===== src/rtl/palette_dac_pkg.sv =====
// Shared types and colour helpers for the second-generation palette DAC.
// Covers colour-mode decoding, the arbiter state set and the brightness fade multiply.
package palette_dac_pkg;

  typedef enum logic [1:0] {
    MODE_444    = 2'd0,
    MODE_555    = 2'd1,
    MODE_555MIX = 2'd2,
    MODE_565    = 2'd3
  } colour_mode_e;

  typedef enum logic [1:0] {
    IDLE   = 2'd0,
    ACCESS = 2'd1,
    POSTED = 2'd2,
    DRAIN  = 2'd3
  } arb_state_e;

  // Returns {r8, g8, b8}; short channels replicate their MSBs into the low bits.
  function automatic logic [23:0] expand_colour(input colour_mode_e mode, input logic [15:0] w);
    logic [7:0] r, g, b;
    r = '0;
    g = '0;
    b = '0;
    case (mode)
      MODE_444: begin
        r = {w[15:12], w[15:12]};
        g = {w[11:8], w[11:8]};
        b = {w[7:4], w[7:4]};
      end
      MODE_555: begin
        r = {w[14:10], w[14:12]};
        g = {w[9:5], w[9:7]};
        b = {w[4:0], w[4:2]};
      end
      MODE_555MIX: begin
        r = {w[15:12], w[3], w[15:13]};
        g = {w[11:8], w[2], w[11:9]};
        b = {w[7:4], w[1], w[7:5]};
      end
      MODE_565: begin
        r = {w[15:11], w[15:13]};
        g = {w[10:5], w[10:9]};
        b = {w[4:0], w[4:2]};
      end
      default: ;
    endcase
    return {r, g, b};
  endfunction

  // Level 255 multiplies by 256 and so passes the channel through unchanged.
  function automatic logic [7:0] apply_bright(input logic [7:0] c8, input logic [7:0] level);
    logic [15:0] prod;
    prod = 16'(c8) * (16'(level) + 16'd1);
    return prod[15:8];
  endfunction

endpackage


===== src/rtl/palette_dac_gen2_arbiter.sv =====
// CPU/video arbiter for palette RAM: owns the access FSM, the one-entry posted
// write buffer, dtack generation and the RAM address/data/strobe mux.
module palette_cpu_arbiter
  import palette_dac_pkg::*;
#(
  parameter int PAL_AW = 14
) (
  input  logic              clk,
  input  logic              reset_n,
  input  logic              ce_double,
  input  logic              busy,
  input  logic              cpu_cs,
  input  logic [PAL_AW-1:0] cpu_addr,
  input  logic [15:0]       cpu_din,
  input  logic              cpu_rw_n,
  input  logic              cpu_uds_n,
  input  logic              cpu_lds_n,
  input  logic [PAL_AW-1:0] pix_idx,
  output logic              cpu_dtack_n,
  output logic [PAL_AW-1:0] ram_addr,
  output logic [15:0]       ram_wdata,
  output logic              ram_we_l_n,
  output logic              ram_we_h_n,
  output arb_state_e        state
);

  arb_state_e        state_nxt;
  logic              buf_full;
  logic              buf_set;
  logic              buf_clr;
  logic [PAL_AW-1:0] buf_addr;
  logic [15:0]       buf_data;
  logic [1:0]        buf_lanes;

  always_ff @(posedge clk or negedge reset_n) begin
    if (!reset_n) begin
      state    <= IDLE;
      buf_full <= 1'b0;
    end else begin
      state <= state_nxt;
      if (buf_set)      buf_full <= 1'b1;
      else if (buf_clr) buf_full <= 1'b0;
    end
  end

  always_ff @(posedge clk) begin
    if (buf_set) begin
      buf_addr  <= cpu_addr;
      buf_data  <= cpu_din;
      buf_lanes <= {~cpu_uds_n, ~cpu_lds_n};
    end
  end

  always_comb begin
    state_nxt   = state;
    buf_set     = 1'b0;
    buf_clr     = 1'b0;
    ram_addr    = pix_idx;
    ram_wdata   = cpu_din;
    ram_we_l_n  = 1'b1;
    ram_we_h_n  = 1'b1;
    cpu_dtack_n = 1'b1;

    // Draining before granting keeps a following read coherent with the posted write.
    if (ce_double) begin
      case (state)
        IDLE: begin
          if (buf_full && !busy) begin
            state_nxt = DRAIN;
          end else if (cpu_cs && !busy) begin
            state_nxt = ACCESS;
          end else if (cpu_cs && !cpu_rw_n && busy && !buf_full) begin
            buf_set   = 1'b1;
            state_nxt = POSTED;
          end
        end
        DRAIN: begin
          buf_clr   = 1'b1;
          state_nxt = IDLE;
        end
        ACCESS, POSTED: begin
          if (!cpu_cs) state_nxt = IDLE;
        end
        default: state_nxt = IDLE;
      endcase
    end

    case (state)
      DRAIN: begin
        ram_addr   = buf_addr;
        ram_wdata  = buf_data;
        ram_we_l_n = ~buf_lanes[0];
        ram_we_h_n = ~buf_lanes[1];
      end
      ACCESS: begin
        ram_addr    = cpu_addr;
        ram_we_l_n  = cpu_rw_n | cpu_lds_n;
        ram_we_h_n  = cpu_rw_n | cpu_uds_n;
        cpu_dtack_n = ~cpu_cs;
      end
      POSTED: cpu_dtack_n = ~cpu_cs;
      default: ;
    endcase
  end

endmodule


===== src/rtl/palette_dac_gen2.sv =====
// Palette DAC top: blank delay pipes, palette word pipeline aligned to the blanks,
// colour expansion with brightness fade, and the CPU arbiter instance.
module palette_dac_gen2
  import palette_dac_pkg::*;
#(
  parameter int PAL_AW    = 14,
  parameter int BLANK_DLY = 3,
  parameter bit BRIGHT_EN = 1'b1
) (
  input  logic              clk,
  input  logic              reset_n,
  input  logic              ce_pixel,
  input  logic              ce_double,
  input  logic [1:0]        mode,
  input  logic [7:0]        brightness,
  input  logic              acc_mode,
  input  logic              cpu_cs,
  input  logic [PAL_AW-1:0] cpu_addr,
  input  logic [15:0]       cpu_din,
  output logic [15:0]       cpu_dout,
  input  logic              cpu_rw_n,
  input  logic              cpu_uds_n,
  input  logic              cpu_lds_n,
  output logic              cpu_dtack_n,
  input  logic              hblank_n,
  input  logic              vblank_n,
  output logic              o_hblank_n,
  output logic              o_vblank_n,
  input  logic [PAL_AW-1:0] pix_idx,
  output logic [7:0]        video_r,
  output logic [7:0]        video_g,
  output logic [7:0]        video_b,
  output logic [PAL_AW-1:0] ram_addr,
  input  logic [15:0]       ram_rdata,
  output logic [15:0]       ram_wdata,
  output logic              ram_we_l_n,
  output logic              ram_we_h_n
);

  logic [BLANK_DLY-1:0] hb_pipe;
  logic [BLANK_DLY-1:0] vb_pipe;
  logic [15:0]          word_p [BLANK_DLY-1];
  logic [BLANK_DLY-2:0] vld_p;
  arb_state_e           arb_state;
  logic                 idle_d;
  logic                 slot_ok;
  logic                 busy;
  logic [23:0]          rgb_exp;
  logic [23:0]          rgb_shaded;

  assign busy       = ~acc_mode & hblank_n & vblank_n & (&hb_pipe) & (&vb_pipe);
  assign o_hblank_n = hb_pipe[BLANK_DLY-1];
  assign o_vblank_n = vb_pipe[BLANK_DLY-1];
  assign cpu_dout   = ram_rdata;

  // ram_rdata reflects the address of the previous clock, so the slot is a
  // pixel fetch only if the arbiter was idle then and is still idle now.
  assign slot_ok = (arb_state == IDLE) && idle_d;

  palette_cpu_arbiter #(.PAL_AW(PAL_AW)) u_arbiter (
    .clk         (clk),
    .reset_n     (reset_n),
    .ce_double   (ce_double),
    .busy        (busy),
    .cpu_cs      (cpu_cs),
    .cpu_addr    (cpu_addr),
    .cpu_din     (cpu_din),
    .cpu_rw_n    (cpu_rw_n),
    .cpu_uds_n   (cpu_uds_n),
    .cpu_lds_n   (cpu_lds_n),
    .pix_idx     (pix_idx),
    .cpu_dtack_n (cpu_dtack_n),
    .ram_addr    (ram_addr),
    .ram_wdata   (ram_wdata),
    .ram_we_l_n  (ram_we_l_n),
    .ram_we_h_n  (ram_we_h_n),
    .state       (arb_state)
  );

  // Stage p0..p(BLANK_DLY-2): blank flags, palette word and slot-valid advance together.
  always_ff @(posedge clk or negedge reset_n) begin
    if (!reset_n) begin
      hb_pipe <= '0;
      vb_pipe <= '0;
      vld_p   <= '0;
      idle_d  <= 1'b0;
    end else begin
      idle_d <= (arb_state == IDLE);
      if (ce_pixel) begin
        hb_pipe  <= {hb_pipe[BLANK_DLY-2:0], hblank_n};
        vb_pipe  <= {vb_pipe[BLANK_DLY-2:0], vblank_n};
        vld_p[0] <= slot_ok;
        for (int i = 1; i < BLANK_DLY - 1; i++) vld_p[i] <= vld_p[i-1];
      end
    end
  end

  always_ff @(posedge clk) begin
    if (ce_pixel) begin
      word_p[0] <= ram_rdata;
      for (int i = 1; i < BLANK_DLY - 1; i++) word_p[i] <= word_p[i-1];
    end
  end

  always_comb begin
    rgb_exp = expand_colour(colour_mode_e'(mode), word_p[BLANK_DLY-2]);
    if (BRIGHT_EN) begin
      rgb_shaded = {apply_bright(rgb_exp[23:16], brightness),
                    apply_bright(rgb_exp[15:8], brightness),
                    apply_bright(rgb_exp[7:0], brightness)};
    end else begin
      rgb_shaded = rgb_exp;
    end
  end

  // Output stage: loads with the last blank stage so colour and o_*blank_n stay aligned.
  always_ff @(posedge clk or negedge reset_n) begin
    if (!reset_n) begin
      {video_r, video_g, video_b} <= '0;
    end else if (ce_pixel) begin
      if (hb_pipe[BLANK_DLY-2] && vb_pipe[BLANK_DLY-2]) begin
        if (vld_p[BLANK_DLY-2]) {video_r, video_g, video_b} <= rgb_shaded;
      end else begin
        {video_r, video_g, video_b} <= '0;
      end
    end
  end

endmodule


===== config.mk =====
export PLATFORM = sky130hd
export DESIGN_NAME = palette_dac_gen2
export DESIGN_NICKNAME = d
export VERILOG_FILES = /design/src/rtl/palette_dac_pkg.sv /design/src/rtl/palette_dac_gen2_arbiter.sv /design/src/rtl/palette_dac_gen2.sv
export SDC_FILE = /design/constraint.sdc
export NUM_CORES = 1
export LEC_CHECK = 0
export ABC_AREA = 1
export CAP_MARGIN = 20
export CORE_MARGIN = 5
export CORE_UTILIZATION = 40
export CTS_BUF_LIST = sky130_fd_sc_hd__clkbuf_16
export CTS_CLUSTER_DIAMETER = 30
export DETAILED_ROUTE_END_ITERATION = 8
export GPL_TIMING_DRIVEN = 0
export SLEW_MARGIN = 20
export SYNTH_ARGS = -nofsm -noshare
export SYNTH_HDL_FRONTEND = slang
export SYNTH_SLANG_ARGS = --single-unit

===== constraint.sdc =====
create_clock -name clk -period 5 [get_ports clk]
set_clock_uncertainty 0.15 [all_clocks]
set_input_delay 1 -clock clk [delete_from_list [all_inputs] [get_ports clk]]
set_output_delay 1 -clock clk [all_outputs]
set_load 0.02 [all_outputs]

# == Yosys cells after proc, flatten, opt, wreduce, memory -nomap -nowiden ==
# Memory sizes are Yosys's and may differ from the RTL's.
# Cells that the tools add are included.
# op_classes
bitwise_logic,12
mux,30
n_addsub,1
n_reduce_logical,19
multipliers,3
n_eq_ne,9
# ops
operator,n
8-bit one-hot mux with 4 select lines,2
8-bit 2-to-1 mux,6
8-bit by 16-bit multiplier with 16-bit output,2
14-bit one-hot mux with 2 select lines,1
8-bit one-hot mux with 3 select lines,1
8-bit by 9-bit multiplier with 16-bit output,1
16-bit 2-to-1 mux,1
1-bit 2-to-1 mux,12
"8-bit by 1-bit adder with 9-bit output, second input constant",1
3-bit AND reduction,3
"2-bit == test, second input constant",4
2-bit 2-to-1 mux,4
1-bit logical AND,7
1-bit NOT,6
2-bit one-hot mux with 3 select lines,1
1-bit AND,4
"2-bit by 1-bit == test with 1-bit output, second input constant",2
2-bit zero test,2
"2-bit inequality test, second input constant",2
"4-bit by 1-bit inequality test with 1-bit output, second input constant",1
1-bit one-hot mux with 2 select lines,2
2-bit OR reduction,2
1-bit zero test,3
1-bit OR,2
other kinds (2),2
# word_totals
output_inout_bits,75
register_bits,68
ramBits,32
mem_count,1
inputBits,81
# mem_list
memory,depth,width,read_ports,rd_clocked_by_memory_dff,write_ports,line,text
word_p,2,16,2,0,2,palette_dac_gen2.sv:42,logic [15:0] word_p [BLANK_DLY-1];

# == Depth between registers and ports, before layout ==
# logic_depth
word_depth,13
depth_mapped,27
ltp_nobuf,26

# == Hierarchy ==
# Synthesis repeated with hierarchy kept, for this count alone.
# hier_totals
hier_cells,1393
area_unflattened_um2,11283.3
# modules_own_cells
mod,area_per_inst_um2,cells_each,instances,seq_area_each_um2
palette_dac_gen2,9505.4,1218,1,1786.7
palette_cpu_arbiter,1778.0,175,1,1036.0

# == Worst setup path after synthesis ==
# Ideal clock, no wire load.
# synth_timing
path_kind,input port to flip-flop
from,in brightness[0]
to,reg video_r[6]
t_required_ps,4733
setup_slack_ps,-515
n_path_buf,1
arrival_ps,5248
path_stages,21
path_cell_list,buf_2 -> nand3_1 -> nor4_1 -> or2_2 -> nand2_1 -> inv_1 -> nand2_1 -> fa_1 -> inv_1 -> fa_1 -> fa_1 -> inv_1 -> fa_1 -> inv_1 -> ha_1 -> a21oi_1 -> o21ai_0 -> a211oi_1 -> nand3_1 -> nand3_1 -> nand2_1
# synth_between
elab_chain_cells,4
# synth_lines
item,line,text
start: declaration,palette_dac_gen2.sv:15,"input logic [7:0] brightness,"
8-bit by 1-bit adder with 9-bit output,palette_dac_pkg.sv:54,prod = 16'(c8) * (16'(level) + 16'd1);
8-bit by 16-bit multiplier with 16-bit output,palette_dac_pkg.sv:54,
8-bit 2-to-1 mux,palette_dac_gen2.sv:122,"if (vld_p[BLANK_DLY-2]) {video_r, video_g, video_b} <= rgb_shaded;"
8-bit 2-to-1 mux,palette_dac_gen2.sv:121,if (hb_pipe[BLANK_DLY-2] && vb_pipe[BLANK_DLY-2]) begin
end signal: assignment,palette_dac_gen2.sv:122,
end: declaration,palette_dac_gen2.sv:30,"output logic [7:0] video_r,"
# No other way between the ends. The select of a mux whose other input is x is not followed.
# A chain may end at the register's enable or synchronous reset.

# == Worst setup path in the final report ==
# layout_timing
from,in brightness[1]
to,reg video_r[6]
# Same word-level chain as after synthesis.

==> metrics.csv <==
metric,value,unit
status,"complete, but fails checks",
failing checks,setup timing,
worst r2r src,word_p[0][23]$_DFFE_PP_,
Synth Cell Area,11100,um2
vias per cell,4.95,
routed len/inst,16.0,um
clock transition at the registers of the reported paths,0.08,ns
Total GRT Usage,21.0,%
unrepaired setup endpoints after global routing,yes,
Clock Sink Count,100,
hold path cells,0,
Hold Path Origin,word_p[0][10]$_DFFE_PP_,
Peak VDD IR,305,uV
CP Class,input pin to flip-flop,
Die Y,177,um
"commonest non-fill, non-tap cell in the layout",nand2_1,
"Distinct cells, synth",48,
Synth Flop Type,edfxtp_1,
"commonest cells after routing, fill and taps aside","nand2_1, inv_1, nor2_1",
Die W,177,um
crit path time final,5.15,ns
number of H-tree levels,3,
WL final,32.1,mm
first-pass GRT wire length,52.6,mm
Buf/Inv on CP,6,
r2r setup slk,0.26,ns
number of flops mapped to enable cells by yosys,64,
measured slew at the worst slew-check pin,0.600,ns
Syn Area/Cell,8.11,um2
final hold violation count,0,
largest net degree at the start of global routing,33,
Detailed Place HPWL,24.9,mm
grt ovf,0,
syn nets,1671,
DR vias,9931,
CTS tree,built,
Slew HR,60.0,%
Leak,7.45,nW
area growth from synthesis to layout,38.7,%
RR Endpoint,video_b[4]$_DFFE_PN0P_,
Ports,156,
Setup crit end kind,flip-flop,
Worst EP required,5.11,ns
post-synthesis sequential area ratio,25.4,%
post-route ant nets,0,
multi-input logic area,8130,um2
Peak Freq,0.194,GHz
Reg area,2820,um2
Placed Cells,1905,
CP max-delay cell,fa_1,
hold_ws,0.264,ns
fin util,55.7,%
number of remaining DRC errors,0,
Cells after Synth,1370,
Crit path arrival time,5.27,ns
Max Cap Violations,0,
Cell Rows,61,
Core Area,27600,um2
CP peak stage delay,0.54,ns
Non-Filler Instances,2008,
ant diodes,0,
synthesis warning total,0,
R2R cell count,20,
CP Launch Type,input pin,
Clock Tree Root,clkbuf_16,
Hold/Removal Path Class,flip-flop to flip-flop,
number of global-route vias before repair,10500,
Nets,1926,
Hold Path Sink,word_p[0][26]$_DFFE_PP_,
Port-buffer cells,154,
"CP delay by family, top",adder cells,
Fill cells,2509,
Starting Density,40.2,%
TritonRoute pass-1 iters,5,
Power Density,494,nW/um2
critical-path maximum fanout,7,
Final Setup Violations,17,
GP Congestion,0.874,
post-route setup slack,-0.154,ns
CTS buffer count,9,
share of flip-flops with an asynchronous set or reset,36.0,%
DRT iter0 DRCs,542,
clk_lat worst skew,0.37,ns
Max Transition Viols Final,0,
initial antenna violation count,0,
"FF+latch count, synth",100,
share of layout cells above drive strength 1,22.5,%
CTS Buffer Depth,2,
Final Cycle Share,103,%
die area,31200,um2
[where the power goes]
part	leakage, nW	switching [W]	internal (W)
Clock	0.152	0.000391	0.000362
Sequential	1.08	0.0000532	0.000976
Combinational	6.22	0.00327	0.00255
[per-stage QoR]
stage / TNS, ns / worst slack, ns / total power, W / cell area, um2
3_3_place_gp: -26.37 / -1.27 / 0.00565 / 13600
4_1_cts: -0.649 / -0.118 / 0.00692 / 14800
2_1_floorplan: -0.623 / -0.104 / 0.00439 / 11600
3_5_place_dp: -27.17 / -1.36 / 0.00570 / 13700
5_1_grt: -4.66 / -0.298 / 0.00830 / 15400
6_report: -1.32 / -0.154 / 0.00760 / 15400
[kinds of logic after synthesis]
group | Yosys count | share of synthesized area [%]
simple gates | 617 | 23.4
flops | 100 | 25.4
xor+xnor | 13 | 1.03
compound gates | 123 | 6.50
fa+ha+maj | 220 | 32.9
buf+inv | 297 | 10.8
[layer usage]
layer | vias to the layer above | share of wire (%) | wire (um) | track usage (%)
li1 | 4789 | - | - | -
met1 | 4823 | 41 | 13100 | 26.2
met2 | 265 | 51 | 16400 | 37.5
met3 | 54 | 5.7 | 1830 | 3.82
met4 | 0 | 2.5 | 794 | 5.93
met5 | - | 0 | 0 | 0
[cells in the mapped netlist, types with 3 or more instances]
cell type | n | area [um2]
nand2_1 | 321 | 1200
inv_1 | 248 | 931
nor2_1 | 187 | 702
fa_1 | 120 | 2400
ha_1 | 100 | 1250
edfxtp_1 | 64 | 1920
nand3_1 | 44 | 220
a21oi_1 | 41 | 205
o21ai_0 | 38 | 190
dfrtp_1 | 36 | 901
clkbuf_1 | 22 | 82.6
buf_4 | 16 | 120
a22oi_1 | 15 | 113
nand4_1 | 12 | 75.1
nor3_1 | 11 | 55.1
nand2_2 | 8 | 50.1
nand3b_1 | 7 | 52.6
or2_2 | 7 | 43.8
xnor2_1 | 7 | 61.3
xor2_1 | 6 | 52.6
o21ai_1 | 5 | 25.0
nor2_2 | 4 | 25.0
o211ai_1 | 4 | 30.0
o221ai_1 | 4 | 35.0
and2_1 | 3 | 18.8
buf_2 | 3 | 15.0
clkinv_1 | 3 | 11.3
o21a_1 | 3 | 22.5
o31ai_1 | 3 | 22.5
[timing repair]
action / CTS / global route
buffers inserted: 55 / 29
pin swaps: 59 / 88
hold buffers: 0 / 0
gates resized for setup: 136 / 108
gates cloned: 3 / 0
setup endpoints to repair: 24 / 24
[state kept, by name, summed over array words and instances, names as in the netlist]
register             count
u_arbiter.buf_lanes      2
u_arbiter.buf_full       1
word_p                  32
video_r                  8
video_g                  8
u_arbiter.buf_data      16
u_arbiter.state          2
idle_d                   1
vld_p                    2
vb_pipe                  3
hb_pipe                  3
video_b                  8
u_arbiter.buf_addr      14
[worst max path at each step]
stage                              from                     end  slack [ns]  cells past startpoint
after floorplan           brightness[1]  video_r[6]$_DFFE_PN0P_       -0.10                     24
after global placement    brightness[1]  video_b[4]$_DFFE_PN0P_       -1.27                     20
after detailed placement  brightness[1]  video_b[4]$_DFFE_PN0P_       -1.36                     19
after CTS                 brightness[0]  video_b[6]$_DFFE_PN0P_       -0.12                     24
after global routing      brightness[1]  video_r[6]$_DFFE_PN0P_       -0.30                     25
final                     brightness[1]  video_r[6]$_DFFE_PN0P_       -0.15                     25
[final cells by class]
cell class / instances / share of cell area, %
clock inverters: 7 / 0.577
well taps: 378 / 3.07
multi-input cells: 974 / 52.8
plain buffers: 44 / 2.58
clock buffers: 9 / 1.46
flip-flops and latches: 100 / 18.3
inverters: 253 / 6.39
repair buffers: 243 / 14.8
Note: power is estimated with default switching activity, not from simulation.
